<file path="config.mk">
export PLATFORM = sky130hd
export DESIGN_NAME = rgb_palette_fader
export DESIGN_NICKNAME = d
export VERILOG_FILES = /design/src/rtl/rgb_pkg.sv /design/src/rtl/rgb_channel_stepper.sv /design/src/rtl/rgb_palette_fader.sv
export SDC_FILE = /design/constraint.sdc
export NUM_CORES = 1
export LEC_CHECK = 0
export CORE_MARGIN = 5
export CORE_UTILIZATION = 65
export DETAILED_ROUTE_END_ITERATION = 16
export PLACE_DENSITY = 0.9
export SYNTH_ARGS = -nofsm -noshare
export SYNTH_HDL_FRONTEND = slang
export SYNTH_SLANG_ARGS = --single-unit
</file>
<file path="constraint.sdc">
create_clock -name clk -period 16.62 [get_ports clk]
set_clock_uncertainty 0.2 [all_clocks]
set_input_delay 3.324 -clock clk [delete_from_list [all_inputs] [get_ports clk]]
set_output_delay 3.324 -clock clk [all_outputs]
set_load 0.05 [all_outputs]
</file>
<file path="src/rtl/rgb_pkg.sv">
// Shared types and helpers for the palette fader: FSM state, channel maximum,
// and the reset palette pattern.
package rgb_pkg;

    typedef enum logic {
        IDLE = 1'b0,
        FADE = 1'b1
    } state_e;

    // All-ones value of a channel of the given width.
    function automatic int unsigned ch_max(input int unsigned ch_w);
        return (32'd1 << ch_w) - 32'd1;
    endfunction

    // Reset entry as an {R,G,B} on/off mask; entries beyond the 8 primaries are black.
    function automatic logic [2:0] default_palette(input int unsigned idx);
        return (idx < 32'd8) ? 3'(idx) : 3'b000;
    endfunction

endpackage

</file>
<file path="src/rtl/rgb_channel_stepper.sv">
// One colour channel: next value moving toward target by at most STEP, no overshoot.
module rgb_channel_stepper #(
    parameter int unsigned CH_W = 8,
    parameter int unsigned STEP = 1
) (
    input  logic [CH_W-1:0] cur_i,
    input  logic [CH_W-1:0] tgt_i,
    output logic [CH_W-1:0] nxt_c_o,
    output logic            at_tgt_c_o
);

    localparam logic [CH_W:0] STEP_W = (CH_W+1)'(STEP);

    logic          up_c;
    logic [CH_W:0] diff_c;
    logic [CH_W:0] move_c;

    // Magnitude computed with one guard bit so neither direction can wrap.
    always_comb begin
        up_c    = tgt_i > cur_i;
        diff_c  = up_c ? ({1'b0, tgt_i} - {1'b0, cur_i}) : ({1'b0, cur_i} - {1'b0, tgt_i});
        move_c  = (diff_c < STEP_W) ? diff_c : STEP_W;
        nxt_c_o = up_c ? CH_W'({1'b0, cur_i} + move_c) : CH_W'({1'b0, cur_i} - move_c);
        at_tgt_c_o = (nxt_c_o == tgt_i);
    end

endmodule

</file>
<file path="src/rtl/rgb_palette_fader.sv">
// Programmable-palette colour output with immediate load or linear fade toward
// the selected entry.
module rgb_palette_fader
    import rgb_pkg::*;
#(
    parameter int unsigned CH_W  = 8,
    parameter int unsigned IDX_W = 3,
    parameter int unsigned STEP  = 1
) (
    input  logic                clk,
    input  logic                rst_n,
    input  logic                enable,
    input  logic [IDX_W-1:0]    colour,
    input  logic                fade_mode,
    input  logic                wr_en,
    input  logic [IDX_W-1:0]    wr_idx,
    input  logic [3*CH_W-1:0]   wr_data,
    output logic [3*CH_W-1:0]   rgb,
    output logic                busy,
    output logic                done
);

    localparam int unsigned   RGB_W = 3 * CH_W;
    localparam int unsigned   DEPTH = 1 << IDX_W;
    localparam logic [CH_W-1:0] MAX = CH_W'(ch_max(CH_W));

    function automatic logic [RGB_W-1:0] reset_entry(input int unsigned idx);
        logic [2:0] m;
        m = default_palette(idx);
        return {MAX & {CH_W{m[2]}}, MAX & {CH_W{m[1]}}, MAX & {CH_W{m[0]}}};
    endfunction

    logic [RGB_W-1:0] pal_q [DEPTH];
    logic [RGB_W-1:0] sel_c;

    state_e           state_q, state_d;
    logic [RGB_W-1:0] rgb_q, rgb_d;
    logic [RGB_W-1:0] tgt_q, tgt_d;
    logic             busy_q, busy_d;
    logic             done_q, done_d;

    logic [RGB_W-1:0] step_c;
    logic [2:0]       at_c;

    // Palette storage; reads see the pre-write contents of the same edge.
    always_ff @(posedge clk or negedge rst_n) begin
        if (!rst_n) begin
            for (int unsigned i = 0; i < DEPTH; i++) begin
                pal_q[i] <= reset_entry(i);
            end
        end else if (wr_en) begin
            pal_q[wr_idx] <= wr_data;
        end
    end

    assign sel_c = pal_q[colour];

    // Channel g occupies bits [g*CH_W +: CH_W]; g=2 is R, g=0 is B.
    for (genvar g = 0; g < 3; g++) begin : g_ch
        rgb_channel_stepper #(
            .CH_W (CH_W),
            .STEP (STEP)
        ) u_step (
            .cur_i      (rgb_q[g*CH_W +: CH_W]),
            .tgt_i      (tgt_q[g*CH_W +: CH_W]),
            .nxt_c_o    (step_c[g*CH_W +: CH_W]),
            .at_tgt_c_o (at_c[g])
        );
    end

    always_comb begin
        state_d = state_q;
        rgb_d   = rgb_q;
        tgt_d   = tgt_q;
        busy_d  = busy_q;
        done_d  = 1'b0;
        case (state_q)
            IDLE: begin
                if (enable) begin
                    if (!fade_mode) begin
                        rgb_d  = sel_c;
                        done_d = 1'b1;
                    end else if (sel_c == rgb_q) begin
                        done_d = 1'b1;
                    end else begin
                        tgt_d   = sel_c;
                        state_d = FADE;
                        busy_d  = 1'b1;
                    end
                end
            end
            FADE: begin
                rgb_d = step_c;
                if (&at_c) begin
                    state_d = IDLE;
                    busy_d  = 1'b0;
                    done_d  = 1'b1;
                end
            end
            default: begin
                state_d = IDLE;
                busy_d  = 1'b0;
            end
        endcase
    end

    always_ff @(posedge clk or negedge rst_n) begin
        if (!rst_n) begin
            state_q <= IDLE;
            rgb_q   <= '0;
            tgt_q   <= '0;
            busy_q  <= 1'b0;
            done_q  <= 1'b0;
        end else begin
            state_q <= state_d;
            rgb_q   <= rgb_d;
            tgt_q   <= tgt_d;
            busy_q  <= busy_d;
            done_q  <= done_d;
        end
    end

    assign rgb  = rgb_q;
    assign busy = busy_q;
    assign done = done_q;

endmodule

</file>
# Word-level counts from Yosys, hierarchy flattened
# Cells that the tools add are included.
[word_totals] input_bits=35 register_bits=243 output_inout_bits=26
[classes] n_addsub=12 eq_ne=9 magnitude_cmp=9 reduce_logical=5 bitwise_logic=4 n_mux=33
[ops] operator="$bwmux 192" n=1
[ops] operator="$mux 24" n=5
[ops] operator="$bmux 24 s3" n=1
[ops] operator="$demux 24 s3" n=1
[ops] operator="$sub 8x8->9" n=6
[ops] operator="$mux 8" n=6
[ops] operator="$pmux 24 s2" n=1
[ops] operator="$lt 9x1->1 const B" n=3
[ops] operator="$mux 9" n=3
[ops] operator="$add 8x8->8" n=3
[ops] operator="$eq 24x24->1" n=1
[ops] operator="$eq 8x8->1" n=3
[ops] operator="$gt 8x8->1" n=3
[ops] operator="$sub 8x8->8" n=3
[ops] operator="$mux 1" n=12
[ops] operator="$ge 4x4->1 const B" n=2
[ops] operator="$ne 2x2->1 const B" n=4
[ops] operator="$not 3->4" n=2
[ops] operator="$reduce_and 4->1" n=2
[ops] operator="$pmux 1 s2" n=3
[ops] operator="$lt 4x1->1 const B" n=1
[ops] operator="$reduce_and 3->1" n=1
[ops] operator="$ne 2x1->1 const B" n=1
[ops] operator="$not 1->1" n=2
[ops] operator="other kinds (2)" n=2

# Depth between registers and ports, before layout
[depth] ltp_word=10 depth_mapped=26

# By module
# A second synthesis with hierarchy kept.
[unflattened] hier_cells=1362 hier_area_um2=15434.8
[by_module_without_submodules] mod="rgb_palette_fader" seq_area_each_um2=6200.9 n_inst=1 area_each_um2=11502.3 cells_per_inst=837
[by_module_without_submodules] mod="rgb_channel_stepper at g_ch[1].u_step ..." seq_area_each_um2=0.0 n_inst=2 area_each_um2=1297.5 cells_per_inst=174
[by_module_without_submodules] mod="rgb_channel_stepper at g_ch[0].u_step" seq_area_each_um2=0.0 n_inst=1 area_each_um2=1337.5 cells_per_inst=177

# Worst setup path before layout
# Ideal clock, no wire load.
[synth_timing] kind="register to register" from="reg rgb_q[17] (netlist: rgb[17])" to="reg busy_q (netlist: busy)" setup_slack_ps=10703 required_ps=16276 n_path_buf=1 arrival_time_ps=5572 period_less_slack_ps=5917 path_stages_with_launch=25 cell_sequence="dfrtp_1 > inv_1 > ha_1 > nor2b_1 > o21ai_0 > nand3b_1 > o21a_1 > buf_4 > o31ai_1 > xnor2_1 > nor4_1 > nand2_1 > inv_1 > ha_1 > and2_1 > fa_1 > xor2_1 > o2111a_1 > nand4_1 > a2111oi_0 > nand4_1 > or3_1 > or4_4 > a21oi_4 > a32oi_1"
[synth_between] elab_chain_len=10 word_cells_on_any_way=15 cone_classes="add/sub: 4; order compare: 2; eq/ne: 4; mux: 3; reduce/logical: 2"
[synth_lines] item="start, declared" line="rgb_palette_fader.sv:37" source="logic [RGB_W-1:0] rgb_q, rgb_d;"
[synth_lines] item="start signal, assigned" line="rgb_palette_fader.sv:116" source="rgb_q <= rgb_d;"
[synth_lines] item="$sub 8x8->9 or $gt 8x8->1 (tied branches)" line="rgb_channel_stepper.sv:21, rgb_channel_stepper.sv:20"
[synth_lines] item="$mux 9" line="rgb_channel_stepper.sv:21" source="diff_c = up_c ? ({1'b0, tgt_i} - {1'b0, cur_i}) : ({1'b0, cur_i} - {1'b0, tgt_i});"
[synth_lines] item="$lt 9x1->1" line="rgb_channel_stepper.sv:22" source="move_c = (diff_c < STEP_W) ? diff_c : STEP_W;"
[synth_lines] item="$mux 8" line="rgb_channel_stepper.sv:22"
[synth_lines] item="$sub 8x8->8 or $add 8x8->8 (tied branches)" line="rgb_channel_stepper.sv:23" source="nxt_c_o = up_c ? CH_W'({1'b0, cur_i} + move_c) : CH_W'({1'b0, cur_i} - move_c);"
[synth_lines] item="$mux 8" line="rgb_channel_stepper.sv:23"
[synth_lines] item="$eq 8x8->1" line="rgb_channel_stepper.sv:24" source="at_tgt_c_o = (nxt_c_o == tgt_i);"
[synth_lines] item="$reduce_and 3->1" line="rgb_palette_fader.sv:94" source="if (&at_c) begin"
[synth_lines] item="$ne 2x1->1 (no line)"
[synth_lines] item="$reduce_and 4->1 (no line) (*)"
[synth_lines] item="end signal, assigned" line="rgb_palette_fader.sv:118" source="busy_q <= busy_d;"
[synth_lines] item="end, declared" line="rgb_palette_fader.sv:39" source="logic busy_q, busy_d;"
# Every way passes the cells marked *; elsewhere a longest branch is shown, timed or not.
# A chain may end at the register's enable or synchronous reset.

# Final worst setup path
[layout_timing] from="in colour[1]" to="reg state_q"
[layout_between] elab_chain_len=9
[layout_lines] item="start, declared" line="rgb_palette_fader.sv:13" source="input logic [IDX_W-1:0] colour,"
[layout_lines] item="$not 3->4 (not written as such)" line="rgb_palette_fader.sv:56" source="assign sel_c = pal_q[colour];"
[layout_lines] item="$bmux 24 s3" line="rgb_palette_fader.sv:56"
[layout_lines] item="$mux 24 (not written as such) (2 in a row)" line="rgb_palette_fader.sv:56"
[layout_lines] item="$eq 24x24->1" line="rgb_palette_fader.sv:83" source="end else if (sel_c == rgb_q) begin"
[layout_lines] item="$mux 1" line="rgb_palette_fader.sv:83"
[layout_lines] item="$mux 1" line="rgb_palette_fader.sv:80" source="if (!fade_mode) begin"
[layout_lines] item="$mux 1" line="rgb_palette_fader.sv:79" source="if (enable) begin"
[layout_lines] item="$pmux 1 s2" line="rgb_palette_fader.sv:77" source="case (state_q)"
[layout_lines] item="net state_d" line="rgb_palette_fader.sv:36" source="state_e state_q, state_d;"
[layout_lines] item="end signal, assigned" line="rgb_palette_fader.sv:115" source="state_q <= state_d;"
[layout_lines] item="end, declared" line="rgb_palette_fader.sv:36"
# The timed path passes the listed nets, and every way through them passes these cells. The select of a mux whose other input is x is not followed.

==> results.json <==
{
  "r2r-end": "busy$_DFFE_PN0P_",
  "dr_wl_met3_mm": 2.16,
  "synth-xor-area-share_pct": 4.46,
  "gr-usage-all-layers_pct": 29.0,
  "synth_top_area_share_pct": 24.3,
  "synthArstFlopShare_pct": 100,
  "met2_length_mm": 19.1,
  "netlist_area_mm2": 0.0151,
  "ys_ff_latch": 243,
  "final_common_cell": "mux2_2",
  "crit_required_ps": 16750,
  "fmax_mhz": 140,
  "final_util_pct": 73.0,
  "ctsLongestPathBuffers": 3,
  "die_w_um": 163,
  "multi_input_area_mm2": 0.00836,
  "cts_hold_buf": 0,
  "max_slew_margin_pct": 16.7,
  "top_layer": "met4",
  "design.die.area_mm2": 0.0264,
  "status": "completed",
  "ys_top_cells_by_area": "dfrtp_1 (24%), dfstp_2 (17%), mux2_2 (14%), mux4_2 (7.1%), ha_1 (5.9%)",
  "firstDrtPassIters": 5,
  "synthAdderAreaFrac_pct": 7.14,
  "layout_common_cells": "mux2_2 (193), dfrtp_1 (147), dfstp_2 (96)",
  "synth_top_flop_cell": "dfrtp_1",
  "synth.avg_cell_area_um2": 11.5,
  "seq_area_frac_synth_pct": 41.0,
  "synth_edf_count": 0,
  "die_y_um": 163,
  "initial_utilization_pct": 66.5,
  "min_period_ps": 7160,
  "synthDistinctLibCells": 90,
  "rr_worst_depth": 23,
  "yosys.area.top_type": "dfrtp_1",
  "drc_errors": 0,
  "r2r_start": "rgb[22]$_DFFE_PN0P_",
  "ys_warn_count": 0,
  "root_buffer": "clkbuf_16",
  "coreArea_mm2": 0.0228,
  "fin_nets": 1468,
  "min_path_type": "flop to flop",
  "drv_slew": 0,
  "worstMarginPinSlew_ps": 1240,
  "grt_pass1_wl_mm": 61.5,
  "worstSetupEndpointType": "flop",
  "period_share_pct": 43.1,
  "hold_viol": 0,
  "clock_latency_ps": 510,
  "rsz0062_at_grt": "no",
  "synth_top_family_by_area": "multiplexers",
  "cts_made_buffers": 23,
  "cts_tree": "yes",
  "synth_compound_area_share_pct": 10.9,
  "syn_inst": 1322,
  "wire_per_inst_um": 22.6,
  "htree_levels": 1,
  "start_kind": "input pin",
  "avgViaCountPerCell": 6.48,
  "cp-startpoint": "colour[1]",
  "drtIter0Drc": 795,
  "detailed_place_hpwl_mm": 24.7,
  "final_antenna_net_count": 0,
  "setup_viol": 0,
  "fillers": 1447,
  "cts_resized": 0,
  "num_vias": 10887,
  "synth.area.mux_share_pct": 23.9,
  "grt_pass1_vias": 11471,
  "drive_above_1_share_pct": 30.2,
  "areaGrowthSynthToFinish_pct": 9.82,
  "antennaDiodeCount": 0,
  "worst-r2r-setup-slack_ps": 9940,
  "num_io_pins": 61,
  "clock-sinks": 243,
  "rows": 55,
  "worstPathArrival_ps": 7290,
  "postCtsSetupBuffers": 0,
  "port_buffers": 60,
  "wl_met1_mm": 15.2,
  "path_max_fanout": 51,
  "synthSimpleGateAreaFrac_pct": 8.50,
  "crit_type": "input pin to flop",
  "place_congestion": 0.922,
  "grt_max_degree": 107,
  "fin_setup_tns_ps": 0,
  "drv_cap": 0,
  "antenna_found_initial": 0,
  "drt_wl_total_mm": 38.0,
  "critPathCapture": "state_q$_DFF_PN0_",
  "clk_pin_slew_worst_paths_ps": 60,
  "seq_area_mm2": 0.00620,
  "grt-ovfl-total": 0
}
[flip-flops by register name (all words and copies together), names as in the netlist]
signal and count:
busy 1, done 1, pal_q 192, rgb 24, state_q 1, tgt_q 24
[cell type report]
class                      count  share of cell area [%]
multi-input combinational    937                    50.3
inverter                      73                    1.65
timing repair buffer          74                    4.18
clock buffer                  39                    4.18
sequential                   243                    37.3
tap                          313                    2.35
clock inverter                 2                  0.0752
[metal layers]
layer | up-vias | global-route usage [%]
li1 | 4851 | -
met1 | 5499 | 37.7
met2 | 429 | 50.2
met3 | 108 | 3.67
met4 | 0 | 10.9
met5 | - | 0
[how the worst min path moves through the flow]
stage	slack, ps	end	startpoint	cells past startpoint
floorplan	270	pal_q[30]$_DFFE_PN0P_	pal_q[30]$_DFFE_PN0P_	1
global placement	280	pal_q[28]$_DFFE_PN0P_	pal_q[28]$_DFFE_PN0P_	1
detailed placement	290	pal_q[30]$_DFFE_PN0P_	pal_q[30]$_DFFE_PN0P_	1
CTS	310	pal_q[169]$_DFFE_PN0P_	pal_q[169]$_DFFE_PN0P_	1
global route	320	pal_q[186]$_DFFE_PN0P_	pal_q[186]$_DFFE_PN0P_	1
finish	310	pal_q[176]$_DFFE_PN0P_	pal_q[176]$_DFFE_PN0P_	1
[worst max-delay path, stage by stage]
cell and delay (ps):
buf_2 90, buf_4 700, mux4_2 630, mux2i_1 460, xnor2_1 130, nor4_1 360
nand3_1 250, o211ai_4 1020, nor2b_1 240, a31oi_1 50
[logic make-up after synthesis]
logic type | count (synthesis)
AND/OR/NAND/NOR | 253
AO/OA/AOI/OAI | 249
adder cells (fa/ha/maj) | 81
flip-flops | 243
buffers and inverters | 144
multiplexers | 277
other | 1
XOR/XNOR | 74
[cells in the mapped netlist (9+ instances only)]
cell type / count
dfstp_2: 96
nand2_1: 65
nor2_1: 68
nor3_1: 10
mux4_2: 48
xor2_1: 16
clkbuf_1: 46
a21o_1: 11
buf_2: 17
ha_1: 72
nor2b_1: 12
o21ai_1: 26
inv_1: 73
xnor2_1: 56
o21ai_0: 48
mux2i_1: 36
nor4_1: 11
a21oi_1: 62
dfrtp_1: 147
nand2b_1: 25
mux2_2: 193
nand3_1: 11
fa_1: 9
[per-stage QoR]
stage / hold WS, ps / setup slack [ps] / instances / instance area (um2)
after floorplan: 274 / 10700 / 1324 / 15100
after global placement: 283 / 9300 / 1640 / 15900
after detailed placement: 292 / 9130 / 1640 / 15900
after CTS: 309 / 9490 / 1681 / 16600
after global routing: 322 / 9170 / 1681 / 16600
final: 309 / 9460 / 1681 / 16600
Power is left out: the tool's default activity adds up to more than one toggle a clock period on the data nets, which glitch-free logic cannot reach.
